<file path="src/rtl/iob_axis2fifo_skid_pkg.sv">
// Shared types and helpers for the AXI-Stream to FIFO skid adapter.
package iob_axis2fifo_skid_pkg;

    localparam int unsigned STATE_W = 2;

    typedef enum logic [STATE_W-1:0] {
        IDLE  = 2'd0,
        RUN   = 2'd1,
        DRAIN = 2'd2,
        DONE  = 2'd3
    } state_e;

    // FIFO word carries tlast above tdata when tlast storage is enabled.
    function automatic int unsigned fifo_word_w(input int unsigned data_w,
                                                input int unsigned store_tlast);
        return data_w + store_tlast;
    endfunction

endpackage

</file>
<file path="src/rtl/iob_skid_buf.sv">
// One-entry skid slot with a registered ready; exposes the selected source beat.
module iob_skid_buf #(
    parameter int unsigned W = 33
) (
    input  logic         clk_i,
    input  logic         cke_i,
    input  logic         arst_n_i,
    input  logic         clr_i,
    input  logic [W-1:0] in_data_i,
    input  logic         in_valid_i,
    output logic         ready_o,
    input  logic         ready_en_i,
    input  logic         pop_i,
    output logic         src_valid_o,
    output logic [W-1:0] src_data_o,
    output logic         slot_empty_nxt_o
);

    logic         slot_valid_q;
    logic         slot_valid_d;
    logic [W-1:0] slot_q;
    logic         ready_q;
    logic         ready_d;
    logic         accept;

    // Slot has priority; ready is only ever high while the slot is empty.
    assign accept           = in_valid_i & ready_q;
    assign src_valid_o      = slot_valid_q | accept;
    assign src_data_o       = slot_valid_q ? slot_q : in_data_i;
    assign slot_valid_d     = src_valid_o & ~pop_i;
    assign slot_empty_nxt_o = ~slot_valid_d;
    assign ready_d          = ready_en_i & ~slot_valid_d;
    assign ready_o          = ready_q;

    always_ff @(posedge clk_i or negedge arst_n_i) begin
        if (!arst_n_i) begin
            slot_valid_q <= 1'b0;
            slot_q       <= '0;
            ready_q      <= 1'b0;
        end else if (cke_i) begin
            if (clr_i) begin
                slot_valid_q <= 1'b0;
                slot_q       <= '0;
                ready_q      <= 1'b0;
            end else begin
                slot_valid_q <= slot_valid_d;
                if (slot_valid_d) begin
                    slot_q <= src_data_o;
                end
                ready_q <= ready_d;
            end
        end
    end

endmodule

</file>
<file path="src/rtl/iob_axis2fifo_skid.sv">
// AXI-Stream sink writing beats into a FIFO write port, with skid slot,
// per-frame beat counting, frame counter and max-length overflow drain.
module iob_axis2fifo_skid
    import iob_axis2fifo_skid_pkg::*;
#(
    parameter int unsigned DATA_W      = 32,
    parameter int unsigned AXIS_LEN_W  = 16,
    parameter int unsigned FRAME_CNT_W = 8,
    parameter int unsigned STORE_TLAST = 0
) (
    input  logic                                       clk_i,
    input  logic                                       cke_i,
    input  logic                                       arst_n_i,
    input  logic                                       rst_i,
    input  logic                                       en_i,
    input  logic                                       mode_i,
    input  logic [AXIS_LEN_W-1:0]                      max_len_i,
    output logic [AXIS_LEN_W-1:0]                      len_o,
    output logic [AXIS_LEN_W-1:0]                      last_len_o,
    output logic [FRAME_CNT_W-1:0]                     frame_cnt_o,
    output logic                                       done_o,
    output logic                                       overflow_o,
    input  logic [DATA_W-1:0]                          axis_tdata_i,
    input  logic                                       axis_tvalid_i,
    output logic                                       axis_tready_o,
    input  logic                                       axis_tlast_i,
    input  logic                                       fifo_full_i,
    output logic [fifo_word_w(DATA_W, STORE_TLAST)-1:0] fifo_wdata_o,
    output logic                                       fifo_write_o
);

    localparam int unsigned WORD_W = fifo_word_w(DATA_W, STORE_TLAST);
    localparam int unsigned SKID_W = DATA_W + 1;

    state_e                 state_q, state_d;
    logic                   mode_q, mode_d;
    logic [AXIS_LEN_W-1:0]  len_q, len_d;
    logic [AXIS_LEN_W-1:0]  last_len_q, last_len_d;
    logic [FRAME_CNT_W-1:0] frame_cnt_q, frame_cnt_d;
    logic                   done_q, done_d;
    logic                   overflow_q, overflow_d;

    logic                   src_valid;
    logic [SKID_W-1:0]      src_data;
    logic                   src_last;
    logic [DATA_W-1:0]      src_tdata;
    logic                   slot_empty_nxt;
    logic                   at_limit;
    logic                   over_c;
    logic                   wr_c;
    logic                   drop_c;
    logic                   pop;
    logic                   ready_en;
    logic [AXIS_LEN_W-1:0]  len_inc;
    logic [WORD_W-1:0]      word_c;

    iob_skid_buf #(
        .W(SKID_W)
    ) u_skid (
        .clk_i           (clk_i),
        .cke_i           (cke_i),
        .arst_n_i        (arst_n_i),
        .clr_i           (rst_i),
        .in_data_i       ({axis_tlast_i, axis_tdata_i}),
        .in_valid_i      (axis_tvalid_i),
        .ready_o         (axis_tready_o),
        .ready_en_i      (ready_en),
        .pop_i           (pop),
        .src_valid_o     (src_valid),
        .src_data_o      (src_data),
        .slot_empty_nxt_o(slot_empty_nxt)
    );

    assign src_last  = src_data[DATA_W];
    assign src_tdata = src_data[DATA_W-1:0];

    // A tlast beat at the limit still closes the frame normally.
    assign at_limit = (max_len_i != '0) && (len_q >= max_len_i);
    assign over_c   = (state_q == RUN) & src_valid & at_limit & ~src_last;
    assign wr_c     = (state_q == RUN) & src_valid & ~fifo_full_i & ~over_c;
    assign drop_c   = (state_q == DRAIN) & src_valid;
    assign pop      = wr_c | over_c | drop_c;
    assign ready_en = en_i & (((state_d == RUN) & ~fifo_full_i) | (state_d == DRAIN));
    assign len_inc  = (len_q == '1) ? len_q : len_q + AXIS_LEN_W'(1);

    always_comb begin
        state_d     = state_q;
        mode_d      = mode_q;
        len_d       = len_q;
        last_len_d  = last_len_q;
        frame_cnt_d = frame_cnt_q;
        done_d      = done_q;
        overflow_d  = overflow_q;
        case (state_q)
            IDLE: begin
                if (en_i) begin
                    state_d = RUN;
                    mode_d  = mode_i;
                end
            end
            RUN: begin
                if (over_c) begin
                    overflow_d = 1'b1;
                    state_d    = DRAIN;
                end else if (wr_c && src_last) begin
                    last_len_d  = len_inc;
                    len_d       = '0;
                    frame_cnt_d = frame_cnt_q + FRAME_CNT_W'(1);
                    if (!mode_q) begin
                        state_d = DONE;
                        done_d  = 1'b1;
                    end else if (!en_i && slot_empty_nxt) begin
                        state_d = IDLE;
                    end
                end else begin
                    if (wr_c) begin
                        len_d = len_inc;
                    end
                    // Pause: leave only once nothing is pending in the slot.
                    if (!en_i && slot_empty_nxt) begin
                        state_d = IDLE;
                    end
                end
            end
            DRAIN: begin
                if (drop_c && src_last) begin
                    last_len_d  = max_len_i;
                    len_d       = '0;
                    frame_cnt_d = frame_cnt_q + FRAME_CNT_W'(1);
                    if (mode_q) begin
                        state_d = RUN;
                    end else begin
                        state_d = DONE;
                        done_d  = 1'b1;
                    end
                end
            end
            DONE: begin
                state_d = DONE;
            end
            default: begin
                state_d = IDLE;
            end
        endcase
    end

    always_ff @(posedge clk_i or negedge arst_n_i) begin
        if (!arst_n_i) begin
            state_q     <= IDLE;
            mode_q      <= 1'b0;
            len_q       <= '0;
            last_len_q  <= '0;
            frame_cnt_q <= '0;
            done_q      <= 1'b0;
            overflow_q  <= 1'b0;
        end else if (cke_i) begin
            if (rst_i) begin
                state_q     <= IDLE;
                mode_q      <= 1'b0;
                len_q       <= '0;
                last_len_q  <= '0;
                frame_cnt_q <= '0;
                done_q      <= 1'b0;
                overflow_q  <= 1'b0;
            end else begin
                state_q     <= state_d;
                mode_q      <= mode_d;
                len_q       <= len_d;
                last_len_q  <= last_len_d;
                frame_cnt_q <= frame_cnt_d;
                done_q      <= done_d;
                overflow_q  <= overflow_d;
            end
        end
    end

    generate
        if (STORE_TLAST != 0) begin : g_word_tlast
            assign word_c = {src_last, src_tdata};
        end else begin : g_word_data
            assign word_c = src_tdata;
        end
    endgenerate

    // Strobe is qualified by cke so a frozen cycle never writes twice.
    assign fifo_write_o = wr_c & cke_i & ~rst_i;
    assign fifo_wdata_o = (src_valid && !rst_i) ? word_c : '0;

    assign len_o       = len_q;
    assign last_len_o  = last_len_q;
    assign frame_cnt_o = frame_cnt_q;
    assign done_o      = done_q;
    assign overflow_o  = overflow_q;

endmodule
</file>
<file path="config.mk">
export PLATFORM = sky130hd
export DESIGN_NAME = iob_axis2fifo_skid
export DESIGN_NICKNAME = d
export VERILOG_FILES = /design/src/rtl/iob_axis2fifo_skid_pkg.sv /design/src/rtl/iob_skid_buf.sv /design/src/rtl/iob_axis2fifo_skid.sv
export SDC_FILE = /design/constraint.sdc
export NUM_CORES = 1
export LEC_CHECK = 0
export BUFFER_PORTS_ARGS = -buffer_cell sky130_fd_sc_hd__buf_2
export CAP_MARGIN = 40
export CORE_ASPECT_RATIO = 1.75
export CORE_MARGIN = 3
export CORE_UTILIZATION = 33
export DETAILED_ROUTE_END_ITERATION = 8
export GPL_TIMING_DRIVEN = 0
export MAX_ROUTING_LAYER = met4
export SLEW_MARGIN = 0
export SYNTH_ARGS = -nofsm -noshare
export SYNTH_HDL_FRONTEND = slang
export SYNTH_HIERARCHICAL = 1
export SYNTH_SLANG_ARGS = --single-unit
</file>
<file path="constraint.sdc">
create_clock -name clk_i -period 7.6 [get_ports clk_i]
set_input_delay 1.14 -clock clk_i [delete_from_list [all_inputs] [get_ports clk_i]]
set_output_delay 1.14 -clock clk_i [all_outputs]
set_load 0.05 [all_outputs]
</file>
==> impl_metrics.toml, run 1 <==
[timing]
min_period_ps = 4260
drv_slew = 0
setup_tns_ps = 0
max-slew-margin-rel_pct = 53.2
rsz0062_at_grt = "no"
finClkSkew_ps = 7.60
finalSetupViolations = 0
finalCritPeriodShare_pct = 56.0
tightestPinTransition_ps = 700
hold-worst-slack_ps = 485
max_clock_freq_mhz = 235
hold_violations = 0

[logic_synthesis]
yosysMostFrequentCell = "dfrtp_1"
yosysSeqAreaShare_pct = 40.0
netlist_top_cells_count = "80 x dfrtp_1, 45 x nand2_1, 37 x and2_1"
synth_cell_type_count = 61
ys_ff_latch = 80
synthArstFlopShare_pct = 100
syn-num-nets = 595
synthTopCellsByArea = "dfrtp_1 40%, mux2_2 7.7%, a32o_1 6.6%, and2_1 4.6%, ha_1 4.5%"
ys.flop_type = "dfrtp_1"
syn_area_um2 = 5000
synth_top_cell_by_area = "dfrtp_1"
ys_warn_count = 6
synth.avg_cell_area_um2 = 9.62
synth_edf_count = 0
netlist_instances = 520
synth_top_area_share_pct = 40.0

[die]
die_width_um = 99.1
top_level_ports = 133
die_y_um = 169
core_area_um2 = 14600
initial_core_util_pct = 34.3
rows = 58
die_area_um2 = 16700

[clock_network]
cts_root_buf = "clkbuf_16"
worstSkewPairLatency_ps = 330
path_clk_slew_ps = 60
cts_inserted_buffers = 9
cts_tree = "done"
cts_resized = 0
hold_buffers = 0
htreeDepth = 3
cts.path.max_buffers = 2
cts_sinks = 80
post-cts-setup-buffers = 0

[run]
maxCapViolations = 0

[place]
place.gp.congestion = 0.915
io_buffer_count = 132
place_area_um2 = 5920
hpwl_mm = 11.9

[routing]
first_iter_violations = 172
drc_errors = 0
dr_total_vias = 4552
ant_nets = 0
routedWlPerCell_um = 17.6
viasPerCell = 5.37
wl_mm = 15.0
firstDrtPassIters = 4

[hold_path]
hold-path-endpoint = "u_skid/slot_q[29]"
hold_class = "register to register"
hp-start = "u_skid/slot_q[29]"
holdPathStages = 1

[critical_path]
reg2reg_to = "u_skid/ready_o"
r2r_cells = 16
cp.arrival_ps = 3120
timing.critical_path.to_type = "primary output"
crit_path_max_fanout = 5
rrSetupSlack_ps = 4040
start_kind = "input pin"
r2r-start = "len_o[1]"
cp_data_required_time_ps = 6460
criticalPathCategory = "input pin to primary output"

[power]
cellPowerDensity_nw_per_um2 = 203
ir_drop_mv = 0.112
leakage_nw = 3.07

[layout]
layout.nets = 739
diodes = 0
drive_gt1_share_pct = 32.3
final_cell_area_um2 = 6240
flow.area_growth_from_synthesis_pct = 24.7

[status]
outcome = "completed"

[global_route]
grtUsageMet1_pct = 20.4
grt_pass1_vias = 4604
busiest_layer = "met2"
grt_max_degree = 51
use_met3_pct = 2.39
met2_usage_pct = 33.1
grt_usage_pct = 18.4
grt_overflow = 0
antenna_found_initial = 0
grt_pass1_wl_mm = 23.9
## registers in the layout, summed over array words and instances, names as in the netlist, 2 cells and up
register,cells
u_skid/slot_q,33
last_len_o,16
len_o,16
frame_cnt_o,8
state_q,2
## layer usage
layer	vias to the layer above	share of wire [%]
met5	-	0
met4	0	2.8
met3	23	4.5
met2	139	54
met1	2198	39
li1	2192	-
## placed cells by master, fill, tap and decap left out, types with 3 or more instances in the layout
master	n
nor2b_1	5
ha_1	18
a31oi_1	4
clkbuf_1	13
a211oi_1	5
a32o_1	33
nor3_1	5
o21ai_1	3
xor2_1	4
inv_1	24
nand3_1	11
a22oi_1	5
mux2_2	34
clkbuf_16	9
and3_1	7
dfrtp_1	80
nand2_1	45
buf_2	139
nor2_1	34
nor4_1	7
xnor2_1	9
a21o_1	3
buf_6	7
o31ai_1	10
a21oi_1	18
o21ai_0	36
nand2b_1	6
buf_4	6
and2_1	37
nand4_1	5
## cell families after synthesis
group / share of synthesized area [%]
AO/OA/AOI/OAI: 21.1
XOR/XNOR: 2.28
adder cells (fa/ha/maj): 4.50
buffers and inverters: 5.98
flip-flops: 40.0
multiplexers: 8.35
AND/OR/NAND/NOR: 17.8
## critical path, cell delays in order
cell,delay [ps]
buf_2,110
inv_1,50
ha_1,300
a21oi_1,80
o21ai_0,290
a211oi_1,150
a211oi_1,630
nor3_1,130
buf_2,250
## worst max path at each step
stage                  startpoint             end  slack [ps]  depth (start not counted)
finish               max_len_i[5]    fifo_write_o        3340                          9
detailed placement   max_len_i[1]  u_skid/ready_o        3210                         18
CTS                 max_len_i[15]    fifo_write_o        3350                          9
global placement     max_len_i[1]  u_skid/ready_o        3270                         18
floorplan            max_len_i[1]    fifo_write_o        3110                          7
global route        max_len_i[15]    fifo_write_o        3120                          9
## stage by stage
step | util (%) | setup WS [ps] | power, mW | cells
floorplan | - | 3110 | 0.708 | 520
global placement | 40.4 | 3270 | 0.801 | 832
detailed placement | 40.6 | 3210 | 0.810 | 833
CTS | 42.8 | 3350 | 1.29 | 848
global route | 42.8 | 3120 | 1.34 | 848
finish | 42.8 | 3340 | 1.27 | 848
## power breakdown
part           switching (mW)  total, mW  leakage, nW  internal [mW]
Sequential             0.0244      0.483         1.09          0.458
Clock                   0.172      0.467        0.159          0.295
Combinational           0.212      0.317         1.82          0.105
## layout make-up
type	count	area [um2]
inverter	24	90.1
clock inverter	5	78.8
multi-input combinational	382	2700
timing repair buffer	133	691
fill	1450	8350
clock buffer	10	239
sequential	80	2000
tap	180	225
buffer	34	209
No activity file was read; power rests on OpenSTA's default activity.
==> inputs of run 2 (changes only) <==
--- a/config.mk
+++ b/config.mk
@@ -5,6 +5,7 @@
 export SDC_FILE = /design/constraint.sdc
 export NUM_CORES = 1
 export LEC_CHECK = 0
+export ABC_AREA = 1
 export BUFFER_PORTS_ARGS = -buffer_cell sky130_fd_sc_hd__buf_2
 export CAP_MARGIN = 40
 export CORE_ASPECT_RATIO = 1.75
==> constraint.sdc (replaced) <==
create_clock -name clk_i -period 3.6 [get_ports clk_i]
set_input_delay 0.54 -clock clk_i [delete_from_list [all_inputs] [get_ports clk_i]]
set_output_delay 0.54 -clock clk_i [all_outputs]
set_load 0.05 [all_outputs]
==> impl_metrics.toml, run 2 <==
[power]
leakage_nw = 3.78
cellPowerDensity_nw_per_um2 = 401
ir_drop_mv = 0.187

[critical_path]
path_cells = "ha_1, a21o_1, nor2_1, nand2_1, nand2_1, nand3_1, nand2_2, nand2_1, nor3_1, buf_2"
cp.depth = 10
reg2reg_to = "u_skid/ready_o"
crit_path_max_incr_delay_ps = 520
rrSetupSlack_ps = 840
criticalPathCategory = "register to primary output"
crit_family = "simple AND/OR/NAND/NOR gates"
timing.critical_path.to_type = "primary output"
cp_slowest_cell = "dfrtp_1"
r2r-start = "len_o[7]"
crit_path_max_fanout = 7
startpoint = "len_o[7]"
cp_data_required_time_ps = 3060
cp.arrival_ps = 2650
r2r_cells = 19
critPathBufInv = 1
start_kind = "register"
crit_top_cell = "nand2_1"

[logic_synthesis]
synth_top_cell_by_area = "dfrtp_1"
netlist_top_cells_count = "279 x nand2_1, 89 x inv_1, 80 x dfrtp_1"
yosysSeqAreaShare_pct = 36.3
netlist_instances = 790
ys.flop_type = "dfrtp_1"
ys_ff_latch = 80
synth.avg_cell_area_um2 = 6.98
synthArstFlopShare_pct = 100
syn-num-nets = 865
yosysMostFrequentCell = "nand2_1"
ys_warn_count = 6
synthTopCellsByArea = "dfrtp_1 36%, nand2_1 19%, inv_1 6.1%, nand4_1 4.8%, nor2_1 4.4%"
synth_edf_count = 0
synth_top_area_share_pct = 36.3
synth_cell_type_count = 36
syn_area_um2 = 5520

[timing]
drv_slew = 0
finalSetupViolations = 0
rsz0062_at_grt = "no"
setup_tns_ps = 0
tightestPinTransition_ps = 733
max_clock_freq_mhz = 314
min_period_ps = 3190
hold_violations = 0
finClkSkew_ps = 7.03
max-slew-margin-rel_pct = 50.9
finalCritPeriodShare_pct = 88.6

[layout]
largest_reg_flops = 33
final_cell_mix = "279 x nand2_1, 146 x buf_2, 89 x inv_1"
layout.nets = 1009
layout.cells.non_filler = 1159
flow.area_growth_from_synthesis_pct = 23.4
layout_commonest_cell = "nand2_1"
drive_gt1_share_pct = 24.0
largest_register = "u_skid/slot_q"
fillers = 1709
diodes = 0

[hold_path]
hold_class = "input pin to asynchronous set/reset pin"

[place]
io_buffer_count = 132
hpwl_mm = 13.6
dp.cells = 1143
place.gp.congestion = 0.912

[clock_network]
cts_inserted_buffers = 9
htreeDepth = 3
path_clk_slew_ps = 60
cts_sinks = 80
worstSkewPairLatency_ps = 330
cts_resized = 0
cts_root_buf = "clkbuf_16"
cts.path.max_buffers = 2
hold_buffers = 0
cts_tree = "done"
post-cts-setup-buffers = 0

[routing]
viasPerCell = 4.81
first_iter_violations = 179
dr_total_vias = 5571
ant_nets = 0
firstDrtPassIters = 4
drc_errors = 0
wl_mm = 17.3
routedWlPerCell_um = 14.9

[global_route]
antenna_found_initial = 0
grt_max_degree = 55
grt_overflow = 0
grt_pass1_vias = 5520
grt_usage_pct = 19.4
grt_pass1_wl_mm = 27.9

[die]
top_level_ports = 133
rows = 61
core_area_um2 = 16100
die_area_um2 = 18400
die_width_um = 104
initial_core_util_pct = 34.2
die_y_um = 177

[status]
outcome = "completed"

[run]
maxCapViolations = 0
==> run 2: changes by cell type in the layout (fill, tap and decap cells not counted), sizes merged, moves of 28 or more <==
cell,previous run,this run
nand2,45,298
inv,25,95
and2,37,0
nand4,5,42
mux2,35,0
nor2,35,69
a32o,33,0
nand3,12,40
==> run 2: kinds of logic (layout without fill, tap and decap cells) <==
logic type / Yosys count / count (layout) / synth area share (%)
adders and majority gates: 18 / 18 / 4.08
and+or+nand+nor: 467 / 467 / 37.8
xor gates and xnor gates: 11 / 11 / 1.75
AOI/OAI and AO/OA: 83 / 83 / 9.28
DFF: 80 / 80 / 36.3
buffers and inverters: 131 / 280 / 10.8
==> run 2: metrics by stage <==
step | util (%) | power (mW) | setup slack, ps | cell area [um2] | hold WS (ps)
after floorplan | - | 1.52 | 280 | 5520 | 244
after global placement | 40.1 | 1.74 | 558 | 6450 | 453
after detailed placement | 40.2 | 1.75 | 555 | 6480 | 459
after CTS | 42.3 | 2.77 | 457 | 6800 | 141
after global routing | 42.3 | 2.88 | 305 | 6800 | 152
final | 42.3 | 2.73 | 410 | 6800 | 139
==> run 2: area by class of cell <==
cell class | instances | area (um2) | area share (%)
flip-flops and latches | 80 | 2000 | 29.4
clock buffers | 12 | 246 | 3.62
plain buffers | 37 | 236 | 3.48
multi-input cells | 579 | 2920 | 42.9
well taps | 220 | 275 | 4.05
repair buffers | 133 | 691 | 10.2
inverters | 94 | 358 | 5.26
clock inverters | 4 | 76.3 | 1.12
==> run 2: power by group <==
| group | switching [mW] | total, mW | internal (mW) |
|---|---|---|---|
| sequential | 0.0607 | 1.03 | 0.967 |
| clock | 0.373 | 1.00 | 0.630 |
| combinational | 0.497 | 0.696 | 0.199 |
==> run 2: worst max-delay path by stage <==
stage,to,slack (ps)
after floorplan,fifo_write_o,280
after global routing,fifo_write_o,310
after global placement,fifo_write_o,560
after CTS,fifo_write_o,460
final,fifo_write_o,410
after detailed placement,fifo_write_o,550
==> run 2: per-layer routing <==
layer | vias to the layer above | track usage (%) | part of all wire (%)
met1 | 2576 | 20.4 | 39
met2 | 140 | 35.6 | 54
met4 | 0 | 9.54 | 3.8
li1 | 2825 | - | -
met3 | 30 | 2.81 | 3.6
met5 | - | - | 0
==> inputs of run 3 (changes only) <==
--- a/config.mk
+++ b/config.mk
@@ -17,5 +17,4 @@
 export SLEW_MARGIN = 0
 export SYNTH_ARGS = -nofsm -noshare
 export SYNTH_HDL_FRONTEND = slang
-export SYNTH_HIERARCHICAL = 1
 export SYNTH_SLANG_ARGS = --single-unit
==> constraint.sdc (replaced) <==
create_clock -name clk_i -period 3.1 [get_ports clk_i]
set_input_delay 0.465 -clock clk_i [delete_from_list [all_inputs] [get_ports clk_i]]
set_output_delay 0.465 -clock clk_i [all_outputs]
set_load 0.05 [all_outputs]
==> impl_metrics.toml, run 3 <==
[status]
outcome = "completed"

[layout]
drive_gt1_share_pct = 23.9
largest_register = "u_skid.slot_q"
final_core_util_pct = 42.8
diodes = 0
flow.area_growth_from_synthesis_pct = 25.5
final_cell_area_um2 = 6010
final_cell_mix = "141 x buf_2, 128 x nand2_1, 88 x inv_1"
layout_commonest_cell = "buf_2"
layout.nets = 856
largest_reg_flops = 33

[logic_synthesis]
synth_top_cell_by_area = "dfrtp_1"
synth.avg_cell_area_um2 = 7.51
netlist_top_cells_count = "128 x nand2_1, 88 x inv_1, 80 x dfrtp_1"
netlist_instances = 638
ys_warn_count = 0
synth_cell_type_count = 39
yosysMostFrequentCell = "nand2_1"
synth_top_area_share_pct = 41.8
syn-num-nets = 713
ys.flop_type = "dfrtp_1"
syn_area_um2 = 4790
synthArstFlopShare_pct = 100
synthTopCellsByArea = "dfrtp_1 42%, nand2_1 10%, inv_1 6.9%, o21ai_0 6.6%, nor2_1 5.2%"
synth_edf_count = 0
yosysSeqAreaShare_pct = 41.8
ys_ff_latch = 80

[timing]
max_clock_freq_mhz = 337
hold_violations = 0
setup_tns_ps = 0
drv_slew = 0
finalCritPeriodShare_pct = 95.8
min_period_ps = 2970
finClkSkew_ps = 10.5
max-slew-margin-rel_pct = 41.0
tightestPinTransition_ps = 881
rsz0062_at_grt = "no"
finalSetupViolations = 0

[power]
leakage_nw = 3.04
ir_drop_mv = 0.326
cellPowerDensity_nw_per_um2 = 614
p_total_mw = 3.69

[die]
core_area_um2 = 14000
rows = 57
initial_core_util_pct = 34.1
die_width_um = 97.1
die_area_um2 = 16100
top_level_ports = 133
die_y_um = 165

[clock_network]
cts_sinks = 80
worstSkewPairLatency_ps = 330
cts.path.max_buffers = 2
hold_buffers = 0
cts_inserted_buffers = 9
cts_root_buf = "clkbuf_16"
cts_tree = "done"
path_clk_slew_ps = 60
htreeDepth = 3
post-cts-setup-buffers = 0

[routing]
first_iter_violations = 189
wl_mm = 15.2
drc_errors = 0
routedWlPerCell_um = 15.8
viasPerCell = 5.00
dr_total_vias = 4809
ant_nets = 0
firstDrtPassIters = 5

[hold_path]
hold_class = "input pin to asynchronous set/reset pin"

[critical_path]
cp.arrival_ps = 2500
crit_path_max_fanout = 5
criticalPathCategory = "register to primary output"
cp_data_required_time_ps = 2630
start_kind = "register"
timing.critical_path.to_type = "primary output"

[global_route]
grt_max_degree = 47
grt_overflow = 0
antenna_found_initial = 0
grt_pass1_wl_mm = 24.5
grt_pass1_vias = 4829
grt_usage_pct = 19.7

[run]
maxCapViolations = 0

[place]
place_area_um2 = 5700
place.gp.congestion = 0.854
hpwl_mm = 12.0
io_buffer_count = 131
-- run 3: worst paths after layout --
path	slack (ps)	cells after the start	startpoint	end
setup / recovery	130	10	len_o[15]	fifo_write_o
hold / removal	80	1	arst_n_i	u_skid.slot_q[20]
setup reg to reg	460	12	len_o[15]	len_o[13]
hold reg to reg	480	2	last_len_o[11]	last_len_o[11]
max in group asynchronous	2420	2	arst_n_i	last_len_o[5]
min in group clk_i	410	3	max_len_i[1]	last_len_o[1]
-- run 3: report_power, final --
group | leakage (nW) | internal, mW | total [mW] | switching, mW
registers | 1.08 | 1.19 | 1.31 | 0.116
logic | 1.81 | 0.328 | 1.27 | 0.944
clock network | 0.149 | 0.699 | 1.11 | 0.413
total | 3.04 | 2.22 | 3.69 | 1.47
-- run 3: logic make-up after synthesis --
group	count (synthesis)	share of synthesized area, %
and+or+nand+nor	262	23.9
AOI/OAI and AO/OA	148	18.0
buffers and inverters	121	9.95
DFF	80	41.8
adders and majority gates	18	4.70
xor gates and xnor gates	9	1.65
-- run 3: layout make-up --
cell class	count	area, um2
Buffer	25	109
Clock buffer	11	233
Clock inverter	4	70.1
Fill cell	1473	8040
Inverter	96	368
Multi-Input combinational cell	437	2320
Sequential cell	80	2000
Tap cell	177	221
Timing Repair Buffer	132	688
-- run 3: stage by stage --
stage | cells | setup WS (ps) | hold WS (ps)
after CTS | 962 | 14.0 | 94.6
after floorplan | 638 | 296 | 169
after detailed placement | 947 | 152 | 454
after global placement | 946 | 146 | 466
final | 962 | 131 | 83.2
after global routing | 962 | 40.7 | 116
-- run 3: metal layers --
layer,up-vias,part of all wire (%),track usage (%),routed length [um]
li1,2397,-,-,-
met1,2231,38,20.5,5740
met2,155,55,37.4,8290
met3,26,4.3,2.77,654
met4,0,3.2,7.73,481
met5,-,0,-,0
-- run 3: what timing repair did --
action                     in CTS  in global routing
hold endpoints to repair        0                  0
resized for setup               0                  3
setup endpoints to repair       0                  1
-- run 3: critical path: stages (launching register included) --
cell and delay (ps):
dfrtp_1 440, ha_1 320, nand2_1 120, o21bai_1 120
nand2_1 80, a21oi_2 200, nand3_1 150, nand2_1 180
nand3_1 140, nor2_1 160, clkbuf_4 260
